### src/rtl/sfft_reader_pkg.sv
// Shared types and address helpers for the SFFT snapshot reader.
package sfft_reader_pkg;

    typedef enum logic [2:0] {
        IDLE,
        LOCK,
        RD_TIME,
        RD_VALID,
        RD_BIN,
        EMIT,
        UNLOCK,
        DONE
    } state_t;

    localparam logic [7:0] LOCK_VAL   = 8'h01;
    localparam logic [7:0] UNLOCK_VAL = 8'h00;

    // The timestamp and valid byte sit just past the bin region.
    function automatic logic [15:0] time_byte_base(input int nfft);
        return 16'(nfft * 2);
    endfunction

    function automatic logic [15:0] valid_byte_addr(input int nfft);
        return 16'(nfft * 2 + 4);
    endfunction

endpackage

### src/rtl/sfft_snapshot_reader_if.sv
// Byte bus to the SFFT accelerator plus the outgoing 32-bit bin word stream.
interface sfft_snapshot_reader_if #(
    parameter int NFFT = 512
);
    localparam int KW = $clog2(NFFT / 2);

    logic            chipselect;
    logic            write;
    logic [7:0]      writedata;
    logic [15:0]     address;
    logic [7:0]      readdata;
    logic [31:0]     word_data;
    logic [KW-1:0]   word_index;
    logic            word_valid;
    logic            word_ready;

    modport master (
        output chipselect, write, writedata, address,
        output word_data, word_index, word_valid,
        input  readdata, word_ready
    );

    modport slave (
        input  chipselect, write, writedata, address,
        input  word_data, word_index, word_valid,
        output readdata, word_ready
    );

endinterface

### src/rtl/byte_word_assembler.sv
// Paces byte reads by READ_LATENCY and shifts bytes little-endian into a 32-bit word.
module byte_word_assembler #(
    parameter int READ_LATENCY = 0
) (
    input  logic        clk,
    input  logic        reset,
    input  logic        run,
    input  logic        single,
    input  logic [7:0]  readdata,
    output logic [1:0]  byte_idx,
    output logic        word_done,
    output logic [31:0] word_next
);

    localparam int LAT_W = (READ_LATENCY > 0) ? $clog2(READ_LATENCY + 1) : 1;
    localparam logic [LAT_W-1:0] LAT_LOAD = LAT_W'(READ_LATENCY);

    logic [LAT_W-1:0] lat_cnt;
    logic [23:0]      word_q;
    logic             capture;

    assign capture   = run && (lat_cnt == '0);
    assign word_done = capture && (single || (byte_idx == 2'd3));
    // Newest byte enters at the top so byte 0 ends up in bits [7:0].
    assign word_next = {readdata, word_q};

    always_ff @(posedge clk) begin
        if (reset) begin
            lat_cnt  <= LAT_LOAD;
            byte_idx <= '0;
            word_q   <= '0;
        end else if (!run) begin
            lat_cnt  <= LAT_LOAD;
            byte_idx <= '0;
        end else if (capture) begin
            lat_cnt  <= LAT_LOAD;
            byte_idx <= word_done ? 2'd0 : byte_idx + 2'd1;
            word_q   <= word_next[31:8];
        end else begin
            lat_cnt  <= lat_cnt - 1'b1;
        end
    end

endmodule

### src/rtl/sfft_snapshot_reader.sv
// Bus master that locks the SFFT accelerator, reads timestamp/valid/bins, streams bin words, unlocks.
// IDLE wait start | LOCK write 01 | RD_TIME 4 time bytes | RD_VALID valid byte
// RD_BIN 4 bin bytes | EMIT offer word | UNLOCK write 00 | DONE done pulse
module sfft_snapshot_reader
    import sfft_reader_pkg::*;
#(
    parameter int          NFFT         = 512,
    parameter int          READ_LATENCY = 0,
    parameter logic [15:0] CTRL_ADDR    = 16'h0000
) (
    input  logic                   clk,
    input  logic                   reset,
    input  logic                   start,
    output logic                   busy,
    output logic                   done,
    sfft_snapshot_reader_if.master bus,
    output logic [31:0]            frame_time,
    output logic                   frame_error
);

    localparam int KW = $clog2(NFFT / 2);
    localparam logic [KW-1:0] K_LAST = KW'(NFFT / 2 - 1);

    state_t         state, state_nxt;
    logic [KW-1:0]  k;
    logic [31:0]    word_data;
    logic [1:0]     byte_idx;
    logic           word_done;
    logic [31:0]    word_next;
    logic           run, single;
    logic           cs, wr;
    logic [7:0]     wdata;
    logic [15:0]    addr;

    byte_word_assembler #(
        .READ_LATENCY (READ_LATENCY)
    ) u_asm (
        .clk       (clk),
        .reset     (reset),
        .run       (run),
        .single    (single),
        .readdata  (bus.readdata),
        .byte_idx  (byte_idx),
        .word_done (word_done),
        .word_next (word_next)
    );

    always_ff @(posedge clk) begin
        if (reset) state <= IDLE;
        else       state <= state_nxt;
    end

    always_comb begin
        state_nxt = state;
        cs        = 1'b0;
        wr        = 1'b0;
        wdata     = 8'h00;
        addr      = 16'h0000;
        run       = 1'b0;
        single    = 1'b0;
        case (state)
            IDLE: begin
                if (start) state_nxt = LOCK;
            end
            LOCK: begin
                cs        = 1'b1;
                wr        = 1'b1;
                wdata     = LOCK_VAL;
                addr      = CTRL_ADDR;
                state_nxt = RD_TIME;
            end
            RD_TIME: begin
                cs   = 1'b1;
                run  = 1'b1;
                addr = time_byte_base(NFFT) + {14'd0, byte_idx};
                if (word_done) state_nxt = RD_VALID;
            end
            RD_VALID: begin
                cs     = 1'b1;
                run    = 1'b1;
                single = 1'b1;
                addr   = valid_byte_addr(NFFT);
                if (word_done) state_nxt = bus.readdata[0] ? RD_BIN : UNLOCK;
            end
            RD_BIN: begin
                cs   = 1'b1;
                run  = 1'b1;
                addr = 16'({k, byte_idx});
                if (word_done) state_nxt = EMIT;
            end
            EMIT: begin
                // Bus stays idle while the consumer stalls; the lock keeps the frame coherent.
                if (bus.word_ready) state_nxt = (k == K_LAST) ? UNLOCK : RD_BIN;
            end
            UNLOCK: begin
                cs        = 1'b1;
                wr        = 1'b1;
                wdata     = UNLOCK_VAL;
                addr      = CTRL_ADDR;
                state_nxt = DONE;
            end
            DONE: begin
                state_nxt = IDLE;
            end
            default: state_nxt = IDLE;
        endcase
    end

    always_ff @(posedge clk) begin
        if (reset) begin
            k           <= '0;
            word_data   <= '0;
            frame_time  <= '0;
            frame_error <= 1'b0;
        end else begin
            case (state)
                LOCK:     k <= '0;
                RD_TIME:  if (word_done) frame_time <= word_next;
                RD_VALID: if (word_done) frame_error <= ~bus.readdata[0];
                RD_BIN:   if (word_done) word_data <= word_next;
                EMIT:     if (bus.word_ready && (k != K_LAST)) k <= k + 1'b1;
                default:  ;
            endcase
        end
    end

    assign bus.chipselect = cs;
    assign bus.write      = wr;
    assign bus.writedata  = wdata;
    assign bus.address    = addr;
    assign bus.word_valid = (state == EMIT);
    assign bus.word_data  = word_data;
    assign bus.word_index = k;
    assign busy           = (state != IDLE) && (state != DONE);
    assign done           = (state == DONE);

endmodule

### src/flat_wrapper.sv
// flat-port wrapper written by rule: the top's interface ports become plain ports
module sfft_snapshot_reader_flat import sfft_reader_pkg::*;
#(
    parameter int          NFFT         = 512,
    parameter int          READ_LATENCY = 0,
    parameter logic [15:0] CTRL_ADDR    = 16'h0000
)
  (clk, reset, start, busy, done, frame_time, frame_error, bus_chipselect, bus_write, bus_writedata, bus_address, bus_word_data, bus_word_index, bus_word_valid, bus_readdata, bus_word_ready);
  sfft_snapshot_reader_if #(.NFFT(NFFT)) bus_i ();
  input  logic clk;
  input  logic reset;
  input  logic start;
  output logic busy;
  output logic done;
  output logic [31:0] frame_time;
  output logic frame_error;
  output wire logic [$bits(bus_i.chipselect)-1:0] bus_chipselect;
  output wire logic [$bits(bus_i.write)-1:0] bus_write;
  output wire logic [$bits(bus_i.writedata)-1:0] bus_writedata;
  output wire logic [$bits(bus_i.address)-1:0] bus_address;
  output wire logic [$bits(bus_i.word_data)-1:0] bus_word_data;
  output wire logic [$bits(bus_i.word_index)-1:0] bus_word_index;
  output wire logic [$bits(bus_i.word_valid)-1:0] bus_word_valid;
  input wire logic [$bits(bus_i.readdata)-1:0] bus_readdata;
  input wire logic [$bits(bus_i.word_ready)-1:0] bus_word_ready;
  assign bus_chipselect = bus_i.chipselect;
  assign bus_write = bus_i.write;
  assign bus_writedata = bus_i.writedata;
  assign bus_address = bus_i.address;
  assign bus_word_data = bus_i.word_data;
  assign bus_word_index = bus_i.word_index;
  assign bus_word_valid = bus_i.word_valid;
  assign bus_i.readdata = bus_readdata;
  assign bus_i.word_ready = bus_word_ready;
  sfft_snapshot_reader #(.NFFT(NFFT), .READ_LATENCY(READ_LATENCY), .CTRL_ADDR(CTRL_ADDR)) u_core (.clk(clk), .reset(reset), .start(start), .busy(busy), .done(done), .bus(bus_i), .frame_time(frame_time), .frame_error(frame_error));
endmodule
### config.mk
export PLATFORM = sky130hd
export DESIGN_NAME = sfft_snapshot_reader_flat
export DESIGN_NICKNAME = d
export VERILOG_FILES = /design/src/rtl/sfft_reader_pkg.sv /design/src/rtl/sfft_snapshot_reader_if.sv /design/src/rtl/byte_word_assembler.sv /design/src/rtl/sfft_snapshot_reader.sv /design/src/flat_wrapper.sv
export SDC_FILE = /design/constraint.sdc
export NUM_CORES = 1
export LEC_CHECK = 0
export ABC_AREA = 1
export BUFFER_PORTS_ARGS = -buffer_cell sky130_fd_sc_hd__buf_4
export CAP_MARGIN = 0
export CORE_MARGIN = 1
export CORE_UTILIZATION = 51
export CTS_CLUSTER_SIZE = 10
export DETAILED_ROUTE_END_ITERATION = 7
export PLACE_DENSITY = 0.78
export RECOVER_POWER = 50
export SETUP_SLACK_MARGIN = 0.4
export SLEW_MARGIN = 20
export SYNTH_ARGS = -nofsm -noshare
export SYNTH_HDL_FRONTEND = slang
export SYNTH_HIERARCHICAL = 1
export SYNTH_SLANG_ARGS = --single-unit
### constraint.sdc
create_clock -name clk -period 6.5 [get_ports clk]
set_input_delay 0.65 -clock clk [delete_from_list [all_inputs] [get_ports clk]]
set_output_delay 0.65 -clock clk [all_outputs]
set_load 0.005 [all_outputs]
# Word-level counts from Yosys, hierarchy flattened
# Index checks and enable logic that the tools add are counted.
classes:
  add_sub_neg: 4
  multipliers: 0
  n_div: 0
  order_cmp: 0
  n_eq_ne: 17
  shifts: 0
  mux: 17
  n_bitwise: 3
  reduce_logical: 19
ops:
  columns: ["operator", "n"]
  rows:
  - ["$pmux 16 s3", 1]
  - ["$pmux 3 s8", 1]
  - ["$pmux 8 s2", 1]
  - ["$mux 3", 5]
  - ["$add 11x2->12 const A", 1]
  - ["$eq 3x3->1 const B", 4]
  - ["$reduce_and 2->1", 5]
  - ["$add 8x1->8 const B", 1]
  - ["$eq 8x8->1 const B", 1]
  - ["$mux 8", 1]
  - ["$ne 2x2->1 const B", 4]
  - ["$ne 8x8->1 const B", 1]
  - ["$eq 3x2->1 const B", 2]
  - ["$mux 2", 3]
  - ["$reduce_or 3->1", 2]
  - ["$mux 1", 5]
  - ["$reduce_and 5->1", 1]
  - ["$reduce_or 5->1", 1]
  - ["$logic_and 1x1->1", 4]
  - ["$ne 2x1->1 const B", 2]
  - ["$reduce_or 2->1", 2]
  - ["$eq 3x1->1 const B", 1]
  - ["$logic_not 3->1", 1]
  - ["$ne 3x3->1 const B", 1]
  - ["7 further kinds", 9]
word_totals:
  ff_bits: 103
  latchBits: 0
  mem_bits_rw: 0
  rom_bits: 0
  inputBits: 12
  output_inout_bits: 102
  word_cells: 68
  n_memories: 0

# Depth between registers and ports, before layout
depth:
  depth_word: 7
  ltp_mapped: 13
  mapped_depth_nobuf: 10

# By module
# The synthesis kept the hierarchy.
modules_own_cells:
  columns: ["mod", "n_inst", "cells_each", "area_per_inst_um2", "seq_area_each_um2"]
  rows:
  - ["sfft_snapshot_reader", 1, 434, 3201.8, 1521.5]
  - ["byte_word_assembler", 1, 130, 1042.2, 540.5]

# Worst setup path before layout
# Ideal clock, no wire load.
synth_timing:
  kind: "register to register"
  start: "register u_core.state[0]"
  end: "register u_core.frame_time[15]"
  setup_time_ns: 0.116
  t_arrival_ns: 1.918
  required_ns: 6.384
  slack_ns: 4.466
  stages_incl_launch_ff: 14
  path_buffers: 3
  period_less_slack_ns: 2.034
  path_cell_list: "dfxtp_1 buf_2 nor2_2 nand2_2 nand3_4 nand2_2 buf_6 nor2_1 inv_2 nor2_4 inv_2 buf_2 nor2_1 nor2_1"
synth_between:
  elab_chain_len: 6
  elab_cells_between_ends: 10
  cone_classes: "eq/ne (3); mux (2); reduce/logical (5)"
synth_rtl:
  columns: ["item", "line_no", "source"]
  rows:
  - ["start: declaration", "sfft_snapshot_reader.sv:24", "state_t state, state_nxt;"]
  - ["start signal: assignment", "sfft_snapshot_reader.sv:50", "else state <= state_nxt;"]
  - ["$eq 3x2->1 or $eq 3x3->1 (tied branches)", "sfft_snapshot_reader.sv:61", "case (state)"]
  - ["$reduce_or 3->1 (no source line) *", null, null]
  - ["$mux 1 *", "sfft_snapshot_reader.sv:61", null]
  - ["via u_core.run", "sfft_snapshot_reader.sv:30", "logic run, single;"]
  - ["$logic_and 1x1->1 *", "byte_word_assembler.sv:22", "assign capture = run && (lat_cnt == '0);"]
  - ["$logic_and 1x1->1 *", "byte_word_assembler.sv:23", "assign word_done = capture && (single || (byte_idx == 2'd3));"]
  - ["via u_core.word_done", "sfft_snapshot_reader.sv:28", "logic word_done;"]
  - ["$reduce_and 2->1 (no source line) *", null, null]
  - ["end signal: assignment", "sfft_snapshot_reader.sv:118", "RD_TIME: if (word_done) frame_time <= word_next;"]
  - ["end: declaration", "sfft_snapshot_reader.sv:17", "output logic [31:0] frame_time,"]
# Mark *: on every way through the listed nets, which the timed path passes. The rest lies on a longest branch.
# A chain may end at the register's enable or synchronous reset.

# Worst setup path in the final report
layout_timing:
  start: "register u_core.state[0]"
  end: "register u_core.frame_time[0]"
# The elaborated chain is that of the path after synthesis.

==> flow_metrics.env <==
export IMPL_grt_total_usage=0.229
export IMPL_fin_tns_setup_ns=0
export IMPL_worstSetupPathType="reg2reg"
export IMPL_core_area_um2=7890
export IMPL_p_leak_nw=2.23
export IMPL_cap_violations=1
export IMPL_post_cts_resized=0
export IMPL_run_status="finished with violations"
export IMPL_cellPowerDensity_nw_per_um2=284
export IMPL_setup_worst_path_start_class="flip-flop"
export IMPL_cpLargestDelayFamily="simple AND/OR/NAND/NOR gates"
export IMPL_clk_pin_slew_ns=0.10
export IMPL_yosys_warnings=6
export IMPL_post_synth_instance_area_um2=4240
export IMPL_gr_met1_demand_resource=0.291
export IMPL_design_die_area_um2=8690
export IMPL_chipWidth_um=93.2
export IMPL_critPathArrivalTime_ns=3.88
export IMPL_clock_skew_ns=0.00992
export IMPL_syn_area_per_cell_um2=7.52
export IMPL_totalWireLength_mm=9.53
export IMPL_synth_seq_area_share=0.486
export IMPL_die_h_um=93.2
export IMPL_ff2ff_path_depth=10
export IMPL_post_drt_via_cell_ratio=4.99
export IMPL_crit_path_max_fanout=33
export IMPL_grt_antenna_before_repair=0
export IMPL_worst_slew_pin_transition_ns=1.66
export IMPL_drive_above_1_share=0.196
export IMPL_detailedPlacementHpwl_mm=6.56
export IMPL_hold_path_class="reg2reg"
export IMPL_met2_usage=0.365
export IMPL_report_final_slew_viol_count=27
export IMPL_cts_tree="yes"
export IMPL_wl_per_cell_um=12.7
export IMPL_global_route_wire_length_before_repair_mm=15.6
export IMPL_worstPathCellList="nor2_1 > nand2_1 > nand3_1 > nand2_2 > nor2_1 > inv_2 > nor2_4 > inv_2 > nor2_1 > nor2_1"
export IMPL_top_usage_layer="met2"
export IMPL_n_antenna_cell=0
export IMPL_grt_pass1_vias=3356
export IMPL_r2r_slack_ns=2.89
export IMPL_postCtsSetupBuffers=0
export IMPL_unrepaired_setup_endpoints_after_global_routing="false"
export IMPL_ant_nets=0
export IMPL_timing_critical_path_slowest_stage_cell="nor2_4"
export IMPL_report_final_setup_viol=0
export IMPL_cts_num_sinks=103
export IMPL_cts_buf_count=9
export IMPL_failed_checks="max-capacitance violations, max-slew violations"
export IMPL_min_to="u_core/bus.word_data[12]"
export IMPL_post_route_period_util=0.556
export IMPL_reg2reg_from="u_core/state[0]"
export IMPL_drc=0
export IMPL_relSlewSlack=-0.113
export IMPL_drtPass1Iterations=5
export IMPL_count_of_standard_cell_rows=32
export IMPL_vias=3742
export IMPL_gp_routability_congestion=0.849
export IMPL_synth_seq_cells=103
export IMPL_finish_utilization=0.641
export IMPL_final_count_of_hold_timing_violations=0
export IMPL_worstHoldPathCells=2
export IMPL_regToRegEndpoint="u_core/frame_time[0]"
export IMPL_final_net_count=658
export IMPL_vdd_ir_drop_worst_mv=0.133
export IMPL_initial_utilization=0.538
export IMPL_h_tree_levels=3
export IMPL_layout_common_cells="nor2_1 (136), dfxtp_1 (103), o21ai_1 (71)"
export IMPL_layout_area_overhead_vs_synth_pct=19.1
export IMPL_cp_end_kind="flip-flop"
export IMPL_buffer_ports_inserted=101
export IMPL_timing_critical_path_slowest_cell_delay_ns=0.63
export IMPL_fin_total_pwr_mw=1.43
export IMPL_postCtsHoldBufs=0
export IMPL_layout_commonest_cell="nor2_1"
export IMPL_fmaxAchievable_mhz=277
export IMPL_clock_insertion_delay_worst_skew_ns=0.37
export IMPL_globalRoute_totalOverflow=0
export IMPL_worst_hold_startpoint="u_core/bus.word_data[12]"
export IMPL_critPathBufInv=2
export IMPL_timing_critical_path_mode_cell="nor2_1"
export IMPL_grt_max_degree=69
export IMPL_timing_critical_path_required_ns=6.77
export IMPL_post_synth_num_cell_types=28
export IMPL_synthesis_instances=564
export IMPL_detail_route_iter0_violations=203
export IMPL_use_met3=0.0512
export IMPL_ctsLongestPathBuffers=2
export IMPL_cts_root_buf="clkbuf_8"
export IMPL_ioPinCount=114
export IMPL_min_period_ns=3.61
==> power breakdown <==
part | internal [mW] | switching [mW]
clock network | 0.229 | 0.221
logic | 0.0920 | 0.146
registers | 0.682 | 0.0623
==> final cells by class <==
type | instances | area, µm²
tap | 102 | 128
inverter | 66 | 248
clock inverter | 6 | 90.1
timing repair buffer | 103 | 739
fill | 710 | 2830
clock buffer | 10 | 138
multi-input combinational | 360 | 1650
sequential | 103 | 2060
==> cells by family after synthesis <==
kind of cell | Yosys count | share of synthesized area
DFF | 103 | 0.486
buffers and inverters | 112 | 0.128
adders and majority gates | 3 | 0.00885
other | 2 | 0.00177
AOI/OAI and AO/OA | 147 | 0.176
and+or+nand+nor | 197 | 0.200
==> worst max path at each step <==
stage	start	endpoint	slack (ns)	cells after the start
global route	u_core/state[0]	u_core/frame_time[11]	2.56	10
global placement	u_core/state[1]	u_core/frame_time[23]	3.50	10
detailed placement	u_core/state[1]	u_core/frame_time[0]	3.31	10
CTS	u_core/state[1]	u_core/frame_time[0]	3.27	10
floorplan	u_core/state[0]	u_core/frame_time[15]	4.47	13
finish	u_core/state[0]	u_core/frame_time[0]	2.89	10
==> registers in the layout (all words and copies together), names as in the netlist <==
register               count
u_core/bus.word_index      8
u_core/frame_error         1
u_core/u_asm/lat_cnt       1
u_core/frame_time         32
u_core/bus.word_data      32
u_core/state               3
u_core/u_asm/word_q       24
u_core/u_asm/byte_idx      2
==> per-layer routing <==
metal	routed length, µm	part of all wire
met1	4320	0.45
met2	4460	0.47
met3	500	0.052
met4	250	0.026
met5	0	0
==> synth_stat cells (all sizes together) <==
| master | number | area share |
|---|---|---|
| a21oi | 47 | 0.056 |
| buf | 36 | 0.061 |
| clkbuf | 10 | 0.0088 |
| clkinv | 1 | 0.00088 |
| conb | 2 | 0.0018 |
| dfxtp | 103 | 0.49 |
| ha | 3 | 0.0088 |
| inv | 65 | 0.057 |
| nand2 | 36 | 0.034 |
| nand3 | 19 | 0.033 |
| nand4 | 1 | 0.0015 |
| nor2 | 139 | 0.13 |
| nor3 | 1 | 0.0012 |
| o211a | 1 | 0.0024 |
| o21ai | 98 | 0.12 |
| o21bai | 1 | 0.0018 |
| or2 | 1 | 0.0015 |
==> metrics by stage <==
stage / hold WS (ns) / setup WS, ns / cell area, µm² / cells
after global routing: 0.465 / 2.56 / 5050 / 750
after detailed placement: 0.438 / 3.31 / 4890 / 734
after CTS: 0.454 / 3.27 / 5120 / 750
after floorplan: 0.440 / 4.47 / 4290 / 575
final: 0.449 / 2.89 / 5050 / 750
after global placement: 0.433 / 3.50 / 4890 / 734
==> worst min-delay path: cells and delay by family, from the launching register on <==
family	cells	cell delay [ns]
compound gates	1	0.05
buf+inv	1	0.05
flops	1	0.32
Note: power is estimated with default switching activity, not from simulation.
